<file path="src/rtl/float_pkg.sv">
`default_nettype none
// ============================================================================
//  float_pkg : shared types, flag bit positions and field-width helpers
//  Revision  : 1.0
// ============================================================================
package float_pkg;

    typedef enum logic [2:0] {
        CMP_EQ = 3'd0,
        CMP_LT = 3'd1,
        CMP_LE = 3'd2,
        CMP_GT = 3'd3,
        CMP_GE = 3'd4,
        CMP_NE = 3'd5,
        CMP_UN = 3'd6
    } cmp_op_t;

    localparam int RES_BIT     = 0;
    localparam int UNORD_BIT   = 1;
    localparam int INVALID_BIT = 2;
    localparam int ILLEGAL_BIT = 3;

    function automatic int exp_w(input int size);
        return (size == 32) ? 8 : 11;
    endfunction

    function automatic int frac_w(input int size);
        return (size == 32) ? 23 : 52;
    endfunction

endpackage
`default_nettype wire

</file>
<file path="src/rtl/float_cmp_if.sv">
`default_nettype none
// ============================================================================
//  float_cmp_if : AXI-Stream operand, opcode and result channels
//  Revision     : 1.0
// ============================================================================
interface float_cmp_if #(
    parameter int SIZE = 64
);
    logic [SIZE-1:0] s_axis_a_tdata;
    logic            s_axis_a_tvalid;
    logic            s_axis_a_tready;
    logic [SIZE-1:0] s_axis_b_tdata;
    logic            s_axis_b_tvalid;
    logic            s_axis_b_tready;
    logic [2:0]      s_axis_op_tdata;
    logic            s_axis_op_tvalid;
    logic            s_axis_op_tready;
    logic [7:0]      m_axis_result_tdata;
    logic            m_axis_result_tvalid;
    logic            m_axis_result_tready;

    modport slave (
        input  s_axis_a_tdata, s_axis_a_tvalid,
        output s_axis_a_tready,
        input  s_axis_b_tdata, s_axis_b_tvalid,
        output s_axis_b_tready,
        input  s_axis_op_tdata, s_axis_op_tvalid,
        output s_axis_op_tready,
        output m_axis_result_tdata, m_axis_result_tvalid,
        input  m_axis_result_tready
    );

    modport master (
        output s_axis_a_tdata, s_axis_a_tvalid,
        input  s_axis_a_tready,
        output s_axis_b_tdata, s_axis_b_tvalid,
        input  s_axis_b_tready,
        output s_axis_op_tdata, s_axis_op_tvalid,
        input  s_axis_op_tready,
        input  m_axis_result_tdata, m_axis_result_tvalid,
        output m_axis_result_tready
    );
endinterface
`default_nettype wire

</file>
<file path="src/rtl/float_cmp_core.sv">
`default_nettype none
// ============================================================================
//  float_cmp_core : combinational IEEE-754 predicate evaluation -> 4-bit flags
//  Revision       : 1.0
// ============================================================================
module float_cmp_core
    import float_pkg::*;
#(
    parameter int SIZE = 64
) (
    input  wire logic [SIZE-1:0] a_i,
    input  wire logic [SIZE-1:0] b_i,
    input  wire logic [2:0]      op_i,
    output logic      [3:0]      flags_o
);
    localparam int EW = exp_w(SIZE);
    localparam int FW = frac_w(SIZE);

    logic          a_sign, b_sign;
    logic [EW-1:0] a_exp, b_exp;
    logic [FW-1:0] a_frac, b_frac;
    logic [SIZE-2:0] a_mag, b_mag;
    logic a_nan, b_nan, a_snan, b_snan, unord, both_zero, eq, lt, gt, res, illegal;

    assign a_sign = a_i[SIZE-1];
    assign b_sign = b_i[SIZE-1];
    assign a_exp  = a_i[SIZE-2 -: EW];
    assign b_exp  = b_i[SIZE-2 -: EW];
    assign a_frac = a_i[FW-1:0];
    assign b_frac = b_i[FW-1:0];
    assign a_mag  = a_i[SIZE-2:0];
    assign b_mag  = b_i[SIZE-2:0];

    assign a_nan  = (&a_exp) & (|a_frac);
    assign b_nan  = (&b_exp) & (|b_frac);
    assign a_snan = a_nan & ~a_frac[FW-1];
    assign b_snan = b_nan & ~b_frac[FW-1];
    assign unord  = a_nan | b_nan;

    // Sign-magnitude ordering; the two zeros collapse to a single value.
    assign both_zero = (a_mag == '0) && (b_mag == '0);
    assign eq        = both_zero || (a_i == b_i);
    assign lt        = (a_sign != b_sign) ? (a_sign & ~both_zero)
                     : (a_sign ? (a_mag > b_mag) : (a_mag < b_mag));
    assign gt        = ~lt & ~eq;

    always_comb begin
        res     = 1'b0;
        illegal = 1'b0;
        case (op_i)
            CMP_EQ:  res = ~unord & eq;
            CMP_LT:  res = ~unord & lt;
            CMP_LE:  res = ~unord & (lt | eq);
            CMP_GT:  res = ~unord & gt;
            CMP_GE:  res = ~unord & (gt | eq);
            CMP_NE:  res = unord | ~eq;
            CMP_UN:  res = unord;
            default: illegal = 1'b1;
        endcase
        flags_o              = '0;
        flags_o[RES_BIT]     = res;
        flags_o[UNORD_BIT]   = unord;
        flags_o[INVALID_BIT] = a_snan | b_snan;
        flags_o[ILLEGAL_BIT] = illegal;
    end
endmodule
`default_nettype wire

</file>
<file path="src/rtl/float_cmp.sv">
`default_nettype none
// ============================================================================
//  float_cmp : three-channel join, LATENCY-deep flag pipeline, global stall
//  Revision  : 1.0
// ============================================================================
module float_cmp
    import float_pkg::*;
#(
    parameter int SIZE    = 64,
    parameter int LATENCY = 3
) (
    input wire logic  aclk,
    input wire logic  aresetn,
    float_cmp_if.slave bus
);
    if (SIZE != 32 && SIZE != 64) begin : g_bad_size
        $error("float_cmp: SIZE must be 32 or 64");
    end
    if (LATENCY < 1 || LATENCY > 8) begin : g_bad_latency
        $error("float_cmp: LATENCY must be in 1..8");
    end

    logic             all_valid, advance, accept;
    logic [3:0]       core_flags;
    logic [LATENCY-1:0] valid_q, valid_d;
    logic [3:0]       flags_q [LATENCY];
    logic [3:0]       flags_d [LATENCY];

    float_cmp_core #(.SIZE(SIZE)) u_core (
        .a_i     (bus.s_axis_a_tdata),
        .b_i     (bus.s_axis_b_tdata),
        .op_i    (bus.s_axis_op_tdata),
        .flags_o (core_flags)
    );

    assign all_valid = bus.s_axis_a_tvalid & bus.s_axis_b_tvalid & bus.s_axis_op_tvalid;
    // An empty output slot lets the pipe move even while downstream stalls.
    assign advance   = bus.m_axis_result_tready | ~valid_q[LATENCY-1];
    assign accept    = advance & all_valid & aresetn;

    assign bus.s_axis_a_tready  = accept;
    assign bus.s_axis_b_tready  = accept;
    assign bus.s_axis_op_tready = accept;

    always_comb begin
        valid_d = valid_q;
        flags_d = flags_q;
        if (advance) begin
            valid_d[0] = accept;
            flags_d[0] = core_flags;
            for (int i = 1; i < LATENCY; i++) begin
                valid_d[i] = valid_q[i-1];
                flags_d[i] = flags_q[i-1];
            end
        end
    end

    always_ff @(posedge aclk) begin
        if (!aresetn) begin
            valid_q <= '0;
            flags_q <= '{default: '0};
        end else begin
            valid_q <= valid_d;
            flags_q <= flags_d;
        end
    end

    assign bus.m_axis_result_tvalid = valid_q[LATENCY-1];
    assign bus.m_axis_result_tdata  = {4'b0000, flags_q[LATENCY-1]};
endmodule
`default_nettype wire
</file>
<file path="src/flat_wrapper.sv">
// flat-port wrapper written by rule: the top's interface ports become plain ports
module float_cmp_flat import float_pkg::*;
#(
    parameter int SIZE    = 64,
    parameter int LATENCY = 3
)
  (aclk, aresetn, bus_s_axis_a_tdata, bus_s_axis_a_tvalid, bus_s_axis_a_tready, bus_s_axis_b_tdata, bus_s_axis_b_tvalid, bus_s_axis_b_tready, bus_s_axis_op_tdata, bus_s_axis_op_tvalid, bus_s_axis_op_tready, bus_m_axis_result_tdata, bus_m_axis_result_tvalid, bus_m_axis_result_tready);
  float_cmp_if #(.SIZE(SIZE)) bus_i ();
  input wire logic aclk;
  input wire logic aresetn;
  input wire logic [$bits(bus_i.s_axis_a_tdata)-1:0] bus_s_axis_a_tdata;
  input wire logic [$bits(bus_i.s_axis_a_tvalid)-1:0] bus_s_axis_a_tvalid;
  output wire logic [$bits(bus_i.s_axis_a_tready)-1:0] bus_s_axis_a_tready;
  input wire logic [$bits(bus_i.s_axis_b_tdata)-1:0] bus_s_axis_b_tdata;
  input wire logic [$bits(bus_i.s_axis_b_tvalid)-1:0] bus_s_axis_b_tvalid;
  output wire logic [$bits(bus_i.s_axis_b_tready)-1:0] bus_s_axis_b_tready;
  input wire logic [$bits(bus_i.s_axis_op_tdata)-1:0] bus_s_axis_op_tdata;
  input wire logic [$bits(bus_i.s_axis_op_tvalid)-1:0] bus_s_axis_op_tvalid;
  output wire logic [$bits(bus_i.s_axis_op_tready)-1:0] bus_s_axis_op_tready;
  output wire logic [$bits(bus_i.m_axis_result_tdata)-1:0] bus_m_axis_result_tdata;
  output wire logic [$bits(bus_i.m_axis_result_tvalid)-1:0] bus_m_axis_result_tvalid;
  input wire logic [$bits(bus_i.m_axis_result_tready)-1:0] bus_m_axis_result_tready;
  assign bus_i.s_axis_a_tdata = bus_s_axis_a_tdata;
  assign bus_i.s_axis_a_tvalid = bus_s_axis_a_tvalid;
  assign bus_s_axis_a_tready = bus_i.s_axis_a_tready;
  assign bus_i.s_axis_b_tdata = bus_s_axis_b_tdata;
  assign bus_i.s_axis_b_tvalid = bus_s_axis_b_tvalid;
  assign bus_s_axis_b_tready = bus_i.s_axis_b_tready;
  assign bus_i.s_axis_op_tdata = bus_s_axis_op_tdata;
  assign bus_i.s_axis_op_tvalid = bus_s_axis_op_tvalid;
  assign bus_s_axis_op_tready = bus_i.s_axis_op_tready;
  assign bus_m_axis_result_tdata = bus_i.m_axis_result_tdata;
  assign bus_m_axis_result_tvalid = bus_i.m_axis_result_tvalid;
  assign bus_i.m_axis_result_tready = bus_m_axis_result_tready;
  float_cmp #(.SIZE(SIZE), .LATENCY(LATENCY)) u_core (.aclk(aclk), .aresetn(aresetn), .bus(bus_i));
endmodule
</file>
<file path="config.mk">
export PLATFORM = sky130hd
export DESIGN_NAME = float_cmp_flat
export DESIGN_NICKNAME = d
export VERILOG_FILES = /design/src/rtl/float_pkg.sv /design/src/rtl/float_cmp_if.sv /design/src/rtl/float_cmp_core.sv /design/src/rtl/float_cmp.sv /design/src/flat_wrapper.sv
export SDC_FILE = /design/constraint.sdc
export NUM_CORES = 1
export LEC_CHECK = 0
export ABC_AREA = 1
export BUFFER_PORTS_ARGS = -buffer_cell sky130_fd_sc_hd__buf_2
export CORE_UTILIZATION = 48
export CTS_CLUSTER_DIAMETER = 120
export DETAILED_ROUTE_END_ITERATION = 7
export GPL_ROUTABILITY_DRIVEN = 0
export MAX_ROUTING_LAYER = met4
export PLACE_DENSITY = 0.85
export SLEW_MARGIN = 10
export SYNTH_ARGS = -nofsm -noshare
export SYNTH_HDL_FRONTEND = slang
export SYNTH_SLANG_ARGS = --single-unit
</file>
<file path="constraint.sdc">
create_clock -name aclk -period 2 [get_ports aclk]
set_input_delay 0.1 -clock aclk [delete_from_list [all_inputs] [get_ports aclk]]
set_output_delay 0.1 -clock aclk [all_outputs]
set_load 0.01 [all_outputs]
</file>
==> metrics.md <==
| Metric | Value |
|---|---|
| Row count | 28 |
| Global-route usage over all layers | 0.244 |
| Crit path arrival time | about 1.9 ns |
| Drt initial violations | 90 |
| Via count | between 3000 and 4000 |
| Pins Over Slew Limit | 0 |
| Area growth, synth to finish | 26.2% |
| Clk pin slew, worst setup/hold paths | 0.06 ns |
| Dpl cells | 745 |
| Yosys cell types | 29 |
| Largest net degree at the start of global routing | 14 |
| Place WS | -0.0336 ns |
| Clk_lat worst skew | around 0.24 ns |
| RSZ-0062 raised after global routing | no |
| I/O pin count | around 150 |
| Total global routing overflow | 0 |
| Layout cell share with drive strength beyond 1 | 0.279 |
| Synth Register Bits | 15 |
| Worst min path class | in -> reg |
| Antenna violations before repair | 0 |
| Post-CTS Hold Buffers | 0 |
| Port bufs | 144 |
| Power Density | around 300 nW/um^2 |
| Detailed Route WL | 8000 um |
| Lkg Pwr | about 2.4 nW |
| Drt pass-1 iters | 4 |
| Crit-path slowest cell | ha_1 |
| First-pass GRT wire length | between 10000 and 15000 um |
| Vias in the first global route | between 3000 and 4000 |
| Clk root buf | clkbuf_8 |
| Final-report hold violation count | 0 |
| Max_cap viols | 0 |
| Synth Cell Area | between 3000 and 4000 sq um |
| # DRC | 0 |
| Htree depth | 1 |
| Avg WL per Cell | between 10 and 15 um |
| Commonest non-fill, non-tap cell in the layout | buf_2 |
| TritonCTS clock tree | done |
| Num CTS Buffers | 3 |
| Starting Density | 0.507 |
| Final worst setup slack | between 0.2 and 0.25 ns |
| Worst path most repeated cell | nand2_1 |
| Post-Syn Instances | between 500 and 600 |
| Fmax | 568 MHz |
| Critical Path Sink Type | flip-flop |
| Register area share after synthesis | 0.0982 |
| Period utilization | 0.880 |
| Clock Skews | about 0.00098 ns |
| Die width | about 80 um |
| Die height | just over 80 um |
| Worst Path Required | 2.14 ns |
| Final Non-Filler Cells | around 750 |
| Maximum vdd drop | around 0.00028 V |
| Run status | completed |
| DRT antenna net count | 0 |
| Crit start category | input pin |
| Final setup fails | 0 |
| Clk buf depth | 2 |
| Critical-path maximum fanout | 3 |
| Most frequent cells in the layout | 144 x buf_2, 129 x nand2_1, 90 x inv_1 |
| # nets final | 875 |
| Worst path max stage delay | roughly 0.29 ns |
| Critical path class | in -> reg |
| Critical path, cell by cell | buf_2 > inv_1 > ha_1 > nand2_1 > nor2_1 > nand4_1 > nor2_1 > nand2_1 > nor2_1 > nor2_1 > nand2_1 > nand3_2 > nand2_1 > nand3_1 > nand2_1 > nand2_1 > nand2_1 > nand2_1 > nand2_1 > nand2_1 |
| Tot Pwr | 1.14 mW |
| Mapped Avg Cell Area | 5.73 sq um |
| ANT cells | 0 |
| CTS sink count | 15 |
| Vias/cell | between 4 and 5 |
| Detailed-placement wirelength estimate | between 7000 and 8000 um |
| Tmin final | around 1.8 ns |
| Core area | around 6000 sq um |
| Total die area | 6690 sq um |
| Warnings from Yosys | 0 |
where the power goes:
group	internal (mW)	switching (mW)	leakage (nW)	total, mW
clock network	0.141	0.0990	0.0228	0.240
registers	0.305	0.00240	0.121	0.307
logic	0.262	0.326	2.23	0.588
through the flow:
| stage | hold WS, ns | TNS (ns) | cell area (sq um) | utilization |
|---|---|---|---|---|
| 2_1_floorplan | 0.273 | 0 | 3070 | - |
| 3_3_place_gp | 0.404 | 0 | 3810 | 0.632 |
| 3_5_place_dp | 0.429 | -0.0336 | 3810 | 0.632 |
| 4_1_cts | 0.164 | 0 | 3850 | 0.640 |
| 5_1_grt | 0.189 | 0 | 3860 | 0.640 |
| 6_report | 0.165 | 0 | 3860 | 0.640 |
what timing repair did:
item / CTS / global route
gates resized for setup: 0 / 2
buffers inserted: 0 / 0
setup endpoints to repair: 0 / 1
critical path, delay by kind of cell:
kind	cells	cell delay (ns)
simple gates	17	1.37
fa+ha+maj	1	0.29
buf+inv	2	0.13
cells by family (layout without fill, tap and decap cells):
logic type,count (synthesis),count (layout),synth area share
and+or+nand+nor,272,272,0.379
buffers and inverters,133,270,0.176
adders and majority gates,63,63,0.258
AOI/OAI and AO/OA,50,50,0.0880
DFF,15,15,0.0982
other,1,4,0.00123
state kept, by name (all words and copies together) (netlist names):
register,cells
u_core.flags_q,8
u_core.valid_q,3
u_core.bus.m_axis_result_tdata,4
Yosys cell counts:
library cell | number | share of area
or2_0 | 1 | 0.0020
nand3_1 | 13 | 0.021
o22ai_1 | 2 | 0.0041
o221ai_1 | 1 | 0.0029
nand2_2 | 1 | 0.0020
a21o_1 | 4 | 0.0098
clkbuf_1 | 2 | 0.0025
o211ai_1 | 1 | 0.0025
nor4_1 | 4 | 0.0082
o21ai_1 | 2 | 0.0033
conb_1 | 1 | 0.0012
nor2_2 | 3 | 0.0061
nor2_1 | 84 | 0.10
and2_4 | 1 | 0.0029
nor3_1 | 3 | 0.0049
nand3_2 | 1 | 0.0033
a21oi_1 | 28 | 0.046
and2_1 | 1 | 0.0020
inv_2 | 31 | 0.038
nand2_1 | 129 | 0.16
nor3_2 | 1 | 0.0033
buf_4 | 10 | 0.025
dfxtp_1 | 15 | 0.098
inv_1 | 90 | 0.11
nand4_1 | 28 | 0.057
o21ai_0 | 12 | 0.020
or2_1 | 1 | 0.0020
ha_1 | 63 | 0.26
nand3b_1 | 1 | 0.0025
routing by layer:
metal  global-route usage  wire length, um  share of wire  vias to the layer above
li1                     -                -              -                     1957
met1                0.270             3510           0.44                     1563
met2                0.467             4010           0.50                      117
met3               0.0256              379          0.047                       16
met4               0.0491              100          0.012                        0
met5                    -                0              0                        -
cell type report:
| type | instances | area (sq um) |
|---|---|---|
| multi-input cells | 389 | 2240 |
| fillers | 598 | 2170 |
| repair buffers | 145 | 728 |
| inverters | 121 | 454 |
| flip-flops and latches | 15 | 300 |
| well taps | 75 | 93.8 |
| clock buffers | 4 | 45.0 |
path summary, 6_finish.rpt:
kind	slack, ns	endpoint	cells past startpoint	start
worst min-delay path	0.17	u_core.valid_q[0]$_SDFFE_PN0N_	3	bus_s_axis_b_tvalid
worst max-delay path	0.24	u_core.flags_q[8]$_SDFFE_PN0N_	20	bus_s_axis_b_tdata[45]
worst max register to register	0.66	u_core.bus.m_axis_result_tdata[0]$_SDFFE_PN0N_	7	u_core.valid_q[2]$_SDFFE_PN0N_
worst min register to register	0.46	u_core.bus.m_axis_result_tdata[2]$_SDFFE_PN0N_	2	u_core.bus.m_axis_result_tdata[2]$_SDFFE_PN0N_
Power figures use the tool's default switching activity.
